File: config.mk
export PLATFORM = sky130hd
export DESIGN_NAME = uartin
export DESIGN_NICKNAME = d
export VERILOG_FILES = /design/src/rtl/uartin.sv
export SDC_FILE = /design/constraint.sdc
export NUM_CORES = 1
export LEC_CHECK = 0
export CAP_MARGIN = 30
export CORE_ASPECT_RATIO = 1.2
export CORE_MARGIN = 3
export CORE_UTILIZATION = 30
export DETAILED_ROUTE_END_ITERATION = 8
export PLACE_DENSITY = 0.52
export SLEW_MARGIN = 40
export SYNTH_ARGS = -nofsm -noshare
export SYNTH_HDL_FRONTEND = slang
export SYNTH_SLANG_ARGS = --single-unit
File: constraint.sdc
create_clock -name clk -period 4.35 [get_ports clk]
set_input_delay 1.305 -clock clk [delete_from_list [all_inputs] [get_ports clk]]
set_output_delay 1.305 -clock clk [all_outputs]
set_load 0.1 [all_outputs]
File: src/rtl/uartin.sv
// UART receiver: 8N1 frames, MSB first, CDIV clocks per bit, with an active-low
// valid_n/ready_n output handshake plus framing-error and overrun pulses.
module uartin #(
  parameter int CDIV = 2
) (
  input  logic       clk,
  input  logic       rst,
  input  logic       rx,
  output logic [7:0] data,
  output logic       valid_n,
  input  logic       ready_n,
  output logic       frame_err,
  output logic       overrun
);

  localparam int HALF = CDIV / 2;
  localparam int CW   = $clog2(CDIV);
  localparam logic [CW-1:0] HALF_M1 = CW'(HALF - 1);
  localparam logic [CW-1:0] CDIV_M1 = CW'(CDIV - 1);

  typedef enum logic [1:0] {IDLE, START, DATA, STOP} state_t;

  state_t        state_reg, state_next;
  logic [1:0]    sync_reg;
  logic          rx_s;
  logic [CW-1:0] cnt_reg, cnt_next;
  logic [2:0]    bit_reg, bit_next;
  logic [7:0]    shreg_reg, shreg_next;
  logic          tick;
  logic          stop_ok, stop_bad, xfer;

  // Two-flop synchroniser; rx is asynchronous to clk.
  always_ff @(posedge clk) begin
    if (rst) sync_reg <= 2'b11;
    else     sync_reg <= {sync_reg[0], rx};
  end
  assign rx_s = sync_reg[1];
  assign tick = (cnt_reg == '0);

  always_ff @(posedge clk) begin
    if (rst) begin
      state_reg <= IDLE;
      cnt_reg   <= '0;
      bit_reg   <= 3'd0;
      shreg_reg <= 8'h00;
    end else begin
      state_reg <= state_next;
      cnt_reg   <= cnt_next;
      bit_reg   <= bit_next;
      shreg_reg <= shreg_next;
    end
  end

  always_comb begin
    state_next = state_reg;
    cnt_next   = cnt_reg;
    bit_next   = bit_reg;
    shreg_next = shreg_reg;
    if (state_reg != IDLE) cnt_next = tick ? CDIV_M1 : cnt_reg - 1'b1;
    case (state_reg)
      IDLE: begin
        if (!rx_s) begin
          state_next = START;
          cnt_next   = HALF_M1;
        end
      end
      START: begin
        // A start bit that has gone high again by mid-bit is treated as a glitch.
        if (tick) begin
          if (!rx_s) begin
            state_next = DATA;
            bit_next   = 3'd7;
          end else begin
            state_next = IDLE;
          end
        end
      end
      DATA: begin
        if (tick) begin
          shreg_next = {shreg_reg[6:0], rx_s};
          if (bit_reg == 3'd0) state_next = STOP;
          else                 bit_next   = bit_reg - 3'd1;
        end
      end
      STOP: begin
        if (tick) state_next = IDLE;
      end
      default: state_next = IDLE;
    endcase
  end

  always_comb begin
    stop_ok  = (state_reg == STOP) && tick && rx_s;
    stop_bad = (state_reg == STOP) && tick && !rx_s;
    xfer     = !valid_n && !ready_n;
  end

  // A transfer on the same edge as a delivery frees the slot for the new byte.
  always_ff @(posedge clk) begin
    if (rst) begin
      data      <= 8'h00;
      valid_n   <= 1'b1;
      frame_err <= 1'b0;
      overrun   <= 1'b0;
    end else begin
      frame_err <= stop_bad;
      overrun   <= stop_ok && !valid_n && ready_n;
      if (stop_ok && (valid_n || xfer)) begin
        data    <= shreg_reg;
        valid_n <= 1'b0;
      end else if (xfer) begin
        valid_n <= 1'b1;
      end
    end
  end

endmodule
==> key figures <==
Floorplanning
  • Floorplan die height: about 73 um
  • DIE WIDTH: 61.74 um
  • Initial standard-cell utilization of the core: between 30% and 40%
  • Core Area: 0.003453 mm2
  • Full die area: 0.004500 mm2
  • Count of boundary I/O pins: 15
  • Cell row count: 23

Critical path
  • Critical path arrival: 2.58 ns
  • Critical Path, Cell by Cell: clkdlybuf4s50_1 -> nand2b_1 -> nor2b_2 -> mux2i_1
  • Setup Crit Path Kind: input pin to flop
  • WP data required: 4.55 ns
  • Sort of element at the start of the critical path: input pin
  • Count of buffer and inverter cells on the critical path: 1
  • Type of destination of the critical path: flop
  • Cell with the largest stage delay on the worst path: nor2b_2
  • Longest individual stage delay on the worst path: 0.52 ns
  • Worst Path Max Fanout: 8
  • Crit-path leading delay family: simple AND/OR/NAND/NOR gates

Pwr
  • Static leakage: 0.0004417 uW
  • Largest voltage drop on the vdd net: 0.00009315 V
  • Power per Cell Area: 326.1 mW/mm2

Routing
  • Vias: 720
  • Via density per instance: between 4 and 5
  • DR iter-0 viols: 30
  • Count of antenna-violating nets left after detailed routing: 0
  • DRC violation count after routing: 0
  • Routed Wire Length: ~1700 um
  • Pre-Repair DR Iteration Count: 3
  • Post-detailed-route wirelength per cell: 11.10 um

Outcome
  • Run status: completed

Logic synthesis
  • Largest area contributor in the synthesized netlist: dfxtp_1
  • Share of synthesized registers carrying an async set or reset: 0%
  • Cells after synthesis: ~110
  • Share of the synthesized netlist area taken by xor and xnor gates: 0%
  • Count of cell types in the netlist: 27
  • Basic-gate share of the synthesized area counting and, or, nand and nor cells: 25.06%
  • Top cells by area, synth: dfxtp_1 (48%), mux2i_1 (14%), nand2b_1 (10%)
  • Area of the mapped netlist: 0.001119 mm2
  • Most numerous cell types in the synthesized netlist: dfxtp_1 (27), nand2b_1 (18), mux2i_1 (16), nor2_1 (13), inv_1 (3)
  • Number of warnings reported in the yosys synthesis log: 0
  • Sequential-to-total area share from yosys stat: 48.32%
  • Mux contribution to synthesized area: around 15%
  • Synthesized area per cell: 10.65 um2
  • Post-synthesis compound-gate area fraction: 4.586%
  • Synth Register Bits: 27
  • Dominant combinational cell family by area after synthesis: simple AND/OR/NAND/NOR gates
  • Fraction of the mapped netlist area in adder cells: 2.237%
  • Synth top area share: between 40 and 50%
  • Dominant synthesized flop cell: dfxtp_1
  • Leading cell type by number of instances after synthesis: dfxtp_1
  • Number of enable-type register cells in the synthesized netlist: 0
  • Post-Syn Nets: 111

Layout
  • Non-filler instance count after layout: 155
  • Area growth, synth to finish: 12.64%
  • Share of post-route cells with drive strength above 1: 22.03%
  • Final std cell area, no fill: 0.001260 mm2
  • Filler cell count: 374
  • Nets: 125
  • Number of diodes: 0

STA
  • Final setup viols: 0
  • Highest achievable clock rate: ~420 MHz
  • Number of max-slew violations in the final report: 0
  • Worst max-slew margin expressed relative to the limit: 60.37%
  • Crit share post-route: a little over half
  • Actual slew at the worst max-slew pin: 0.5917 ns
  • Setup repair after global routing missed its margin: no
  • Number of hold violations in the final report: 0
  • Setup clock skew after layout: around 0.0052 ns
  • Setup TNS after final layout: 0 ns
  • Clock period minus worst slack: between 2 and 2.5 ns

Placed design
  • Final weighted congestion in routability-driven placement: between 0.6 and 0.7
  • Placed cells: roughly 150
  • Post-placement cell area: 0.001214 mm2
  • Port Buffers: 14
  • HPWL after DPL: around 1200 um

Clock tree
  • Number of hold buffers added after CTS: 0
  • CTS HTree Levels: 1
  • Post-CTS setup buffers: 0
  • CTS root buf: clkbuf_8
  • Later-pin clock latency in the skew report: between 0.2 and 0.3 ns
  • Total of cells resized after clock tree synthesis: 0
  • Clock sinks: 27
  • Maximum number of buffers from clock root to sink: 2
  • TritonCTS buffer count: 3
  • Clock-pin slew on the worst setup and hold paths: 0.09 ns
  • Clock tree from TritonCTS: done

GRT
  • Pin count of the biggest net entering global routing: 36
  • Via count of the first global-routing pass: 709
  • First-pass GRT wire length: roughly 3200 um
  • Congestion Overflow GR: 0
  • Overall routing resource usage: 9.468%
  • Number of antenna violations at the first check in global routing: 0

Worst hold path
  • Path type of the worst min-delay path: flop to flop

Flow run
  • Max Cap Viol: 0
per-stage QoR:
step	hold WS, ns	utilization (%)	total power, uW	setup WS, ns
finish	0.4255	36.49	410.8	1.963
global route	0.4402	36.49	438.1	1.853
CTS	0.4294	36.49	419.8	1.908
detailed placement	0.4042	35.14	279.4	1.607
global placement	0.3954	36.88	279.3	1.448
floorplan	0.3895	-	274.3	2.120
worst paths after layout:
| kind | start | to | slack, ns | cells past startpoint |
|---|---|---|---|---|
| max reg2reg | flop | data[6] | 2.78 | 3 |
| min | sync_reg[0] | sync_reg[1] | 0.43 | 1 |
| min reg2reg | sync_reg[0] | sync_reg[1] | 0.43 | 1 |
| max | ready_n | data[6] | 1.96 | 4 |
layout make-up:
class,count,area (um2),share of cell area [%]
Timing Repair Buffer,15,87.58,6.951
Sequential cell,27,540.5,42.90
Clock inverter,1,5.005,0.3972
Multi-Input combinational cell,69,528.0,41.91
Inverter,3,11.26,0.8937
Tap cell,37,46.29,3.674
Clock buffer,3,41.29,3.277
cells by family after synthesis:
| family | Yosys count |
|---|---|
| AND/OR/NAND/NOR | 43 |
| flip-flops | 27 |
| multiplexers | 17 |
| buffers and inverters | 9 |
| AO/OA/AOI/OAI | 7 |
| adder cells (fa/ha/maj) | 2 |
cells in the final DEF, fill, tap and decap left out, types with 2 or more instances in the layout:
cell	netlist	layout
dfxtp_1	27	27
a21oi_1	2	2
nor2_1	13	13
or2_2	2	2
a221oi_1	2	2
mux2i_1	16	16
ha_1	2	2
inv_1	3	3
nor4b_4	2	2
nand2b_1	18	18
clkdlybuf4s50_1	0	2
clkbuf_8	0	3
buf_2	1	12
metal layers:
metal | wire (um) | share of wire (%) | GRT usage (%) | up-vias
met5 | 0 | 0 | 0 | -
met4 | 23 | 1.3 | 4.245 | 0
met3 | 84 | 4.9 | 2.301 | 2
met2 | 781 | 45 | 14.78 | 9
met1 | 831 | 48 | 12.12 | 329
li1 | - | - | - | 380
report_power, final:
group	leakage, uW	switching, uW	internal [uW]
combinational	0.000198	8.12	10.3
clock	0.0000255	73.7	64.0
sequential	0.000218	4.81	250
No activity file was read; power rests on OpenSTA's default activity.
